[config.mk]
export PLATFORM = sky130hd
export DESIGN_NAME = tx_iq_unpacker_flat
export DESIGN_NICKNAME = d
export VERILOG_FILES = /design/src/rtl/tx_iq_unpacker_pkg.sv /design/src/rtl/tx_iq_unpacker_if.sv /design/src/rtl/tx_iq_unpacker_sat_counter.sv /design/src/rtl/tx_iq_unpacker.sv /design/src/flat_wrapper.sv
export SDC_FILE = /design/constraint.sdc
export NUM_CORES = 1
export LEC_CHECK = 0
export BUFFER_PORTS_ARGS = -buffer_cell sky130_fd_sc_hd__buf_2
export CAP_MARGIN = 20
export CORE_MARGIN = 4
export CORE_UTILIZATION = 55
export CTS_CLUSTER_SIZE = 30
export DETAILED_ROUTE_END_ITERATION = 8
export PLACE_DENSITY = 0.85
export REMOVE_ABC_BUFFERS = 1
export SLEW_MARGIN = 25
export SYNTH_ARGS = -nofsm -noshare
export SYNTH_HDL_FRONTEND = slang
export SYNTH_SLANG_ARGS = --single-unit
[constraint.sdc]
create_clock -name clock -period 7.3 [get_ports clock]
set_input_delay 1.825 -clock clock [delete_from_list [all_inputs] [get_ports clock]]
set_output_delay 1.825 -clock clock [all_outputs]
set_load 0.01 [all_outputs]
[src/rtl/tx_iq_unpacker_pkg.sv]
// Shared types and constants for the Tx I&Q byte unpacker.
// Byte order: I[23:16], I[15:8], I[7:0], Q[23:16], Q[15:8], Q[7:0].
package tx_iq_pkg;

  localparam int IQ_W             = 24;
  localparam int UCNT_W           = 16;
  localparam int BYTES_PER_SAMPLE = 6;
  localparam int STAGE_W          = 8 * BYTES_PER_SAMPLE;

  localparam logic [2:0] BYTE_I_HI  = 3'd0;
  localparam logic [2:0] BYTE_I_MID = 3'd1;
  localparam logic [2:0] BYTE_I_LO  = 3'd2;
  localparam logic [2:0] BYTE_Q_HI  = 3'd3;
  localparam logic [2:0] BYTE_Q_MID = 3'd4;
  localparam logic [2:0] BYTE_Q_LO  = 3'd5;
  localparam logic [2:0] LAST_BYTE  = BYTE_Q_LO;
  localparam logic [2:0] ISSUE_MAX  = 3'd6;

  typedef enum logic {
    FILL = 1'b0,
    FULL = 1'b1
  } fill_state_e;

  function automatic logic [STAGE_W-1:0] put_byte(
    input logic [STAGE_W-1:0] s,
    input logic [2:0]         idx,
    input logic [7:0]         b
  );
    logic [STAGE_W-1:0] r;
    r = s;
    r[STAGE_W-8-8*int'(idx) +: 8] = b;
    return r;
  endfunction

endpackage

[src/rtl/tx_iq_unpacker_if.sv]
// FIFO-side and DUC-side signal bundle for the Tx I&Q unpacker.
// slave: the unpacker; master: the FIFO/DUC environment.
interface tx_iq_unpacker_if;
  import tx_iq_pkg::*;

  logic [7:0]      fifo_data;
  logic            fifo_empty;
  logic            fifo_rdreq;
  logic            sample_req;
  logic            run;
  logic            resync;
  logic [IQ_W-1:0] data_out_I;
  logic [IQ_W-1:0] data_out_Q;
  logic            sample_valid;
  logic            underrun;
  logic            assemble_state;

  modport slave (
    input  fifo_data, fifo_empty,
    input  sample_req, run, resync,
    output fifo_rdreq,
    output data_out_I, data_out_Q,
    output sample_valid, underrun,
    output assemble_state
  );

  modport master (
    output fifo_data, fifo_empty,
    output sample_req, run, resync,
    input  fifo_rdreq,
    input  data_out_I, data_out_Q,
    input  sample_valid, underrun,
    input  assemble_state
  );

endinterface

[src/rtl/tx_iq_unpacker_sat_counter.sv]
// Saturating up-counter with synchronous clear.
// Holds at all-ones once reached.
module sat_counter #(
  parameter int W = 16
) (
  input  logic         clock,
  input  logic         reset,
  input  logic         inc_i,
  input  logic         clr_i,
  output logic [W-1:0] count_o
);

  logic [W-1:0] cnt_q, cnt_d;

  always_comb begin
    cnt_d = cnt_q;
    if (clr_i)
      cnt_d = '0;
    else if (inc_i && (cnt_q != '1))
      cnt_d = cnt_q + 1'b1;
  end

  always_ff @(posedge clock or negedge reset) begin
    if (!reset) cnt_q <= '0;
    else        cnt_q <= cnt_d;
  end

  assign count_o = cnt_q;

endmodule

[src/rtl/tx_iq_unpacker.sv]
// Tx FIFO byte stream -> 24-bit I/Q samples, one prefetched sample ahead.
// Optional underrun counter port enabled by TX_UNDERRUN_COUNT_EN.
module tx_iq_unpacker
  import tx_iq_pkg::*;
(
  input  logic clock,
  input  logic reset,
  tx_iq_unpacker_if.slave bus
`ifdef TX_UNDERRUN_COUNT_EN
  ,
  output logic [UCNT_W-1:0] underrun_count
`endif
);

  fill_state_e        state_q, state_d;
  logic [2:0]         issued_q, issued_d;
  logic [2:0]         captured_q, captured_d;
  logic [STAGE_W-1:0] stage_q, stage_d;
  logic [STAGE_W-1:0] stage_cap;
  logic               cap_q;
  logic [IQ_W-1:0]    i_q, i_d, q_q, q_d;
  logic               valid_q, valid_d;
  logic               under_q, under_d;
  logic               asm_q, asm_d;
  logic               rdreq, flush, serve, last;

  assign flush = bus.resync | ~bus.run;
  assign serve = bus.sample_req & ~flush;

  // gated by reset so the read strobe is low while held in reset
  assign rdreq = reset & ~flush & ~bus.fifo_empty &
                 (state_q == FILL) & (issued_q < ISSUE_MAX);

  always_comb begin
    state_d    = state_q;
    issued_d   = issued_q + {2'b00, rdreq};
    captured_d = captured_q;
    stage_d    = stage_q;
    stage_cap  = stage_q;
    i_d        = i_q;
    q_d        = q_q;
    valid_d    = 1'b0;
    under_d    = 1'b0;
    last       = 1'b0;

    if (cap_q) begin
      stage_cap = put_byte(stage_q, captured_q, bus.fifo_data);
      stage_d   = stage_cap;
      if (captured_q == LAST_BYTE) begin
        last    = 1'b1;
        state_d = FULL;
      end else begin
        captured_d = captured_q + 3'd1;
      end
    end

    unique case (1'b1)
      flush: begin
        state_d    = FILL;
        issued_d   = '0;
        captured_d = '0;
        stage_d    = '0;
        if (bus.sample_req) begin
          valid_d = 1'b1;
          i_d     = '0;
          q_d     = '0;
        end
      end
      serve: begin
        valid_d = 1'b1;
        // last covers the request landing on the byte-5 capture cycle
        if ((state_q == FULL) || last) begin
          {i_d, q_d} = stage_cap;
          state_d    = FILL;
          issued_d   = '0;
          captured_d = '0;
          stage_d    = '0;
        end else begin
          i_d     = '0;
          q_d     = '0;
          under_d = 1'b1;
        end
      end
      default: ;
    endcase

    asm_d = (state_d == FILL) & ~flush;
  end

  always_ff @(posedge clock or negedge reset) begin
    if (!reset) begin
      state_q    <= FILL;
      issued_q   <= '0;
      captured_q <= '0;
      stage_q    <= '0;
      cap_q      <= 1'b0;
      i_q        <= '0;
      q_q        <= '0;
      valid_q    <= 1'b0;
      under_q    <= 1'b0;
      asm_q      <= 1'b0;
    end else begin
      state_q    <= state_d;
      issued_q   <= issued_d;
      captured_q <= captured_d;
      stage_q    <= stage_d;
      cap_q      <= rdreq;
      i_q        <= i_d;
      q_q        <= q_d;
      valid_q    <= valid_d;
      under_q    <= under_d;
      asm_q      <= asm_d;
    end
  end

  assign bus.fifo_rdreq     = rdreq;
  assign bus.data_out_I     = i_q;
  assign bus.data_out_Q     = q_q;
  assign bus.sample_valid   = valid_q;
  assign bus.underrun       = under_q;
  assign bus.assemble_state = asm_q;

`ifdef TX_UNDERRUN_COUNT_EN
  sat_counter #(
    .W(UCNT_W)
  ) u_ucnt (
    .clock  (clock),
    .reset  (reset),
    .inc_i  (under_d),
    .clr_i  (bus.resync),
    .count_o(underrun_count)
  );
`else
  // no counter: underrun still pulses on the bus
`endif

endmodule

[src/flat_wrapper.sv]
// flat-port wrapper written by rule: the top's interface ports become plain ports
module tx_iq_unpacker_flat import tx_iq_pkg::*;
  (clock, reset, bus_fifo_data, bus_fifo_empty, bus_sample_req, bus_run, bus_resync, bus_fifo_rdreq, bus_data_out_I, bus_data_out_Q, bus_sample_valid, bus_underrun, bus_assemble_state);
  tx_iq_unpacker_if bus_i ();
  input  logic clock;
  input  logic reset;
  input wire logic [$bits(bus_i.fifo_data)-1:0] bus_fifo_data;
  input wire logic [$bits(bus_i.fifo_empty)-1:0] bus_fifo_empty;
  input wire logic [$bits(bus_i.sample_req)-1:0] bus_sample_req;
  input wire logic [$bits(bus_i.run)-1:0] bus_run;
  input wire logic [$bits(bus_i.resync)-1:0] bus_resync;
  output wire logic [$bits(bus_i.fifo_rdreq)-1:0] bus_fifo_rdreq;
  output wire logic [$bits(bus_i.data_out_I)-1:0] bus_data_out_I;
  output wire logic [$bits(bus_i.data_out_Q)-1:0] bus_data_out_Q;
  output wire logic [$bits(bus_i.sample_valid)-1:0] bus_sample_valid;
  output wire logic [$bits(bus_i.underrun)-1:0] bus_underrun;
  output wire logic [$bits(bus_i.assemble_state)-1:0] bus_assemble_state;
  assign bus_i.fifo_data = bus_fifo_data;
  assign bus_i.fifo_empty = bus_fifo_empty;
  assign bus_i.sample_req = bus_sample_req;
  assign bus_i.run = bus_run;
  assign bus_i.resync = bus_resync;
  assign bus_fifo_rdreq = bus_i.fifo_rdreq;
  assign bus_data_out_I = bus_i.data_out_I;
  assign bus_data_out_Q = bus_i.data_out_Q;
  assign bus_sample_valid = bus_i.sample_valid;
  assign bus_underrun = bus_i.underrun;
  assign bus_assemble_state = bus_i.assemble_state;
  tx_iq_unpacker u_core (.clock(clock), .reset(reset), .bus(bus_i));
endmodule
==> flow_metrics.tcl, run 1 <==
set metrics [dict create \
    status "complete, no violations" \
    pwr-share-clk 0.386 \
    core_mm2 0.00822 \
    ys_ff_latch 107 \
    post_cts_buffers 0 \
    async_reset_ff_frac 1.00 \
    final_max_slew_viol_count 0 \
    cts_buffers 9 \
    clockBufferDepth 2 \
    setup_viol 0 \
    portBuffers 65 \
    synth_ff_type "dfrtp_1" \
    drive_above_1_share 0.231 \
    totalNegativeSetupSlack_ns 0 \
    finalClockSkew_ns 0.0136 \
    p_comb_frac 0.040 \
    grt_max_degree 70 \
    fin_nets 490 \
    cp_slowest_cell "nor4_1" \
    die_h_um 100 \
    gr-total-overflow 0 \
    syn_area_mm2 0.00467 \
    grt_pass1_vias 3384 \
    via_per_inst 5.57 \
    place_ws_ns 2.48 \
    use_met3 0.0389 \
    p_leak_nw 2.62 \
    ys_warn_count 0 \
    crit_chain "buf_4 > nand2_1 > nor4_1 > buf_2" \
    antenna_left 0 \
    arrival_ns 2.97 \
    tightest_slew_ns 0.892 \
    p_sw_w 0.000238 \
    start_util 0.568 \
    multiInputGateArea_mm2 0.00170 \
    drt-initial-drc-count 164 \
    seq_area_mm2 0.00268 \
    cp_data_required_time_ns 5.48 \
    internal_power_w 0.000799 \
    antenna_cells 0 \
    p_seq_frac 0.573 \
    utilization 0.643 \
    synth_cell_types 37 \
    num_vias 3190 \
    wl_um 9930 \
    end_kind "primary output" \
    maxCapViolations 0 \
    clock-sinks 107 \
    grt_setup_unrepaired "no" \
    final_cell_mix "dfrtp_1, buf_2, nor2_1" \
    remaining_drc_errors 0 \
    critPathMaxFanout 40 \
    ios 66 \
    drt-pass1-iter-count 4 \
    hold_path_class "flip-flop to flip-flop" \
    period_share 0.657 \
    dieArea_mm2 0.0100 \
    clockRootBuffer "clkbuf_8" \
    grt.busiest_layer "met2" \
    htree_levels 3 \
    layout_commonest_cell "dfrtp_1" \
    wl_per_cell_um 17.3 \
    grt_use_met1 0.281 \
    nFillCells 659 \
    row_count 33 \
    p_sw_frac 0.229 \
    grt_pass1_wl_um 16600 \
    syn_to_final_growth_pct 13.3 \
    finalCriticalPeriod_ns 4.80 \
    slew_headroom 0.404 \
    syn_inst 407 \
    worst-r2r-setup-slack_ns 4.38 \
    cts_tree "done" \
    antenna_found_initial 0 \
    grt_use_met2 0.340 \
    cts.clk_slew.worst_paths_ns 0.09 \
    worstSkewPairLatency_ns 0.37 \
    cts_resized 0 \
    dieWidth_um 100 \
    p_per_area_mw_per_mm2 196 \
    dpl.hpwl_um 6540 \
    cpPeakStageDelay_ns 0.42 \
    peakVddDrop_mv 0.104 \
    seq_area_frac_synth 0.574 \
    place_congestion 0.785 \
    grt.total_usage 0.209 \
    fmax_mhz 208 \
    layout_setup_ws_ns 2.50 \
    postCtsHoldBufs 0 \
    hold_viol 0 \
    synth_edf_count 0 \
    critical_path_class "input pin to primary output" \
    avgSynthCellArea_um2 11.5 \
    critPathLaunchType "input pin" \
]
==> worst max-delay path: cells and delay by family <==
kind / cells / cell delay, ns
buffers and inverters: 2 / 0.62
and+or+nand+nor: 2 / 0.51
==> metal layers <==
layer | part of all wire | vias to the layer above
met5 | 0 | -
met4 | 0.019 | 0
met3 | 0.042 | 16
met2 | 0.50 | 73
met1 | 0.44 | 1616
li1 | - | 1485
==> power groups by stage <==
| stage | Combinational [W] | Clock [W] | Sequential [W] |
|---|---|---|---|
| global route | 0.0000467 | 0.000432 | 0.000595 |
| floorplan | 0.0000120 | 0 | 0.000607 |
| detailed placement | 0.0000420 | 0 | 0.000606 |
| global placement | 0.0000409 | 0 | 0.000606 |
| finish | 0.0000416 | 0.000401 | 0.000595 |
| CTS | 0.0000423 | 0.000406 | 0.000595 |
==> Yosys cell counts, drive strengths merged, types with 3 or more instances <==
master  instances  share of area
dfrtp         107           0.57
and2           16          0.021
nand2           7         0.0056
mux2i          41          0.088
and3            4         0.0056
clkbuf         15          0.012
nor3            5         0.0078
o22ai          48          0.072
and4b           4         0.0086
buf             9          0.011
a22oi           6          0.016
inv            51          0.041
nor2b           3         0.0040
nor2           54          0.043
ha             12          0.032
nand4           3          0.014
==> per-stage QoR <==
stage / hold slack (ns) / std cells / area, um2 / total power (W)
after floorplan: 0.477 / 383 / 4560 / 0.000619
after global placement: 0.496 / 557 / 5050 / 0.000647
after detailed placement: 0.506 / 557 / 5050 / 0.000648
after CTS: 0.533 / 573 / 5280 / 0.00104
after global routing: 0.556 / 573 / 5290 / 0.00107
final: 0.527 / 573 / 5290 / 0.00104
==> worst paths after layout <==
path / start / end / depth (start not counted)
min in group asynchronous: reset / u_core.bus.data_out_I[15] / 1
min reg2reg: u_core.stage_q[6] / u_core.stage_q[6] / 2
min: u_core.stage_q[6] / u_core.stage_q[6] / 2
max in group asynchronous: reset / u_core.stage_q[1] / 2
max: reset / bus_fifo_rdreq / 4
max reg2reg: u_core.captured_q[0] / u_core.bus.data_out_I[1] / 6
==> cells by family after synthesis <==
family | share of synthesized area
and+or+nand+nor | 0.137
xor gates and xnor gates | 0.00376
muxes | 0.0880
AOI/OAI and AO/OA | 0.0973
buffers and inverters | 0.0641
DFF | 0.574
adders and majority gates | 0.0365
==> state kept, by name, summed over array words and instances (netlist names) <==
name                       count
u_core.bus.assemble_state      1
u_core.bus.data_out_I         24
u_core.bus.data_out_Q         24
u_core.bus.sample_valid        1
u_core.bus.underrun            1
u_core.cap_q                   1
u_core.captured_q              3
u_core.issued_q                3
u_core.stage_q                48
u_core.state_q                 1
==> area by class of cell <==
type,instances,share of cell area
repair buffers,69,0.0677
clock inverters,7,0.0192
well taps,105,0.0249
multi-input cells,225,0.322
inverters,51,0.0362
clock buffers,9,0.0234
flip-flops and latches,107,0.507
Note: power is estimated with default switching activity, not from simulation.
==> inputs of run 2 (changes only) <==
--- a/config.mk
+++ b/config.mk
@@ -8,10 +8,10 @@
 export BUFFER_PORTS_ARGS = -buffer_cell sky130_fd_sc_hd__buf_2
 export CAP_MARGIN = 20
 export CORE_MARGIN = 4
-export CORE_UTILIZATION = 55
+export CORE_UTILIZATION = 51
 export CTS_CLUSTER_SIZE = 30
 export DETAILED_ROUTE_END_ITERATION = 8
-export PLACE_DENSITY = 0.85
+export PLACE_DENSITY = 0.83
 export REMOVE_ABC_BUFFERS = 1
 export SLEW_MARGIN = 25
 export SYNTH_ARGS = -nofsm -noshare
==> constraint.sdc (replaced) <==
create_clock -name clock -period 3.91 [get_ports clock]
set_input_delay 0.9775 -clock clock [delete_from_list [all_inputs] [get_ports clock]]
set_output_delay 0.9775 -clock clock [all_outputs]
set_load 0.01 [all_outputs]
==> run 2 against run 1 <==
Net effect: register-to-register slack lost 3.4 ns; largest cell class unchanged; count of clock-buffer cells in the layout grew 1; critical path depth grew 2; power grew 76%; critical endpoint is now u_core.bus.data_out_Q[7]; global-route usage shrank 2.3 points; clock power grew 60%; first-iteration DRC count shrank 32%.
==> flow_metrics.tcl, run 2 (synthesis gave the netlist of run 1 again) <==
set metrics [dict create \
    grt_setup_unrepaired "no" \
    final_cell_mix "dfrtp_1, buf_2, nor2_1" \
    setup_viol 0 \
    hold_path_class "flip-flop to flip-flop" \
    largest_register_ffs 48 \
    die_h_um 104 \
    antenna_found_initial 0 \
    cp_num_buf_inv 0 \
    cts_resized 0 \
    critPathLaunchType "flip-flop" \
    clockRootBuffer "clkbuf_8" \
    pwr-share-clk 0.350 \
    worstSkewPairLatency_ns 0.37 \
    cts.clk_slew.worst_paths_ns 0.10 \
    wl_per_cell_um 16.4 \
    finalClockSkew_ns 0.0123 \
    cpPeakStageDelay_ns 0.59 \
    top_register "u_core.stage_q" \
    totalNegativeSetupSlack_ns 0 \
    drive_above_1_share 0.232 \
    p_comb_frac 0.043 \
    utilization 0.597 \
    hp-start "u_core.bus.data_out_I[8]" \
    grt_pass1_wl_um 16500 \
    p_per_area_mw_per_mm2 348 \
    grt_max_degree 58 \
    hold-worst-slack_ns 0.528 \
    cp_slowest_cell "dfrtp_1" \
    p_sw_frac 0.245 \
    start_util 0.530 \
    final_max_slew_viol_count 0 \
    antenna_cells 0 \
    htree_levels 3 \
    post_cts_buffers 0 \
    cp_data_required_time_ns 4.14 \
    critPathMaxFanout 12 \
    finalCriticalPeriod_ns 2.93 \
    antenna_left 0 \
    postCtsHoldBufs 0 \
    drt-initial-drc-count 111 \
    cts_tree "done" \
    layout_commonest_cell "dfrtp_1" \
    p_seq_frac 0.607 \
    peakVddDrop_mv 0.152 \
    clockBufferDepth 2 \
    fmax_mhz 342 \
    arrival_ns 3.15 \
    place_congestion 0.766 \
    wl_um 9470 \
    crit_start "u_core.captured_q[0]" \
    period_share 0.749 \
    ios 66 \
    row_count 34 \
    core_mm2 0.00881 \
    grt_pass1_vias 3229 \
    dieArea_mm2 0.0107 \
    hold_viol 0 \
    grt.total_usage 0.187 \
    p_leak_nw 2.60 \
    slew_headroom 0.499 \
    crit_family "adder cells" \
    internal_power_w 0.00138 \
    via_per_inst 5.40 \
    critical_path_class "flip-flop to flip-flop" \
    tightest_slew_ns 0.746 \
    dieWidth_um 104 \
    remaining_drc_errors 0 \
    status "complete, no violations" \
    fin_nets 491 \
    gr-total-overflow 0 \
    clock-sinks 107 \
    reg2reg_from "u_core.captured_q[0]" \
    end_kind "flip-flop" \
    drt-pass1-iter-count 6 \
    num_vias 3118 \
    dpl.hpwl_um 6510 \
    crit_chain "ha_1 > fa_1 > and4b_1 > and4_1 > mux2i_1 > o22ai_1" \
    cts_buffers 9 \
    p_sw_w 0.000448 \
    maxCapViolations 0 \
    portBuffers 65 \
    syn_to_final_growth_pct 12.7 \
]
==> run 2: tightest hold or removal path, delay by kind of cell (launching register included) <==
family | cells | cell delay, ns
AOI/OAI and AO/OA | 1 | 0.06
buffers and inverters | 1 | 0.05
DFF | 1 | 0.38
==> run 2: path summary, 6_finish.rpt <==
| path | to | cells after the start | slack, ns |
|---|---|---|---|
| worst min register to register | u_core.bus.data_out_I[8] | 2 | 0.53 |
| min in group asynchronous | u_core.cap_q | 2 | 0.70 |
| worst min-delay path | u_core.bus.data_out_I[8] | 2 | 0.53 |
| max in group asynchronous | u_core.stage_q[21] | 3 | 2.04 |
| worst max-delay path | u_core.bus.data_out_Q[7] | 6 | 0.98 |
| worst max register to register | u_core.bus.data_out_Q[7] | 6 | 0.98 |
==> run 2: metal layers <==
metal / global-route usage / routed length, um / up-vias
met5: 0 / 0 / -
met4: 0.0665 / 145 / 0
met3: 0.0299 / 264 / 13
met2: 0.295 / 4550 / 49
met1: 0.263 / 4510 / 1569
li1: - / - / 1487
==> run 2: layout make-up <==
| cell class | instances | area, um2 |
|---|---|---|
| clock buffers | 10 | 138 |
| clock inverters | 6 | 48.8 |
| fillers | 746 | 3550 |
| inverters | 51 | 191 |
| multi-input cells | 225 | 1700 |
| flip-flops and latches | 107 | 2680 |
| well taps | 108 | 135 |
| repair buffers | 70 | 365 |
==> run 2: stage by stage <==
stage | total power, W | cell area, um2 | setup slack [ns] | cells
detailed placement | 0.00121 | 5060 | 0.914 | 561
floorplan | 0.00116 | 4560 | 0.783 | 383
global route | 0.00189 | 5260 | 0.817 | 577
global placement | 0.00121 | 5060 | 1.09 | 561
CTS | 0.00184 | 5250 | 0.994 | 577
finish | 0.00183 | 5260 | 0.983 | 577
==> run 2: power by group through the flow <==
stage | Sequential, W | Clock, W | Combinational (W)
5_1_grt | 0.00111 | 0.000695 | 0.0000888
3_5_place_dp | 0.00113 | 0 | 0.0000796
2_1_floorplan | 0.00113 | 0 | 0.0000225
6_report | 0.00111 | 0.000641 | 0.0000785
3_3_place_gp | 0.00113 | 0 | 0.0000769
4_1_cts | 0.00111 | 0.000653 | 0.0000796
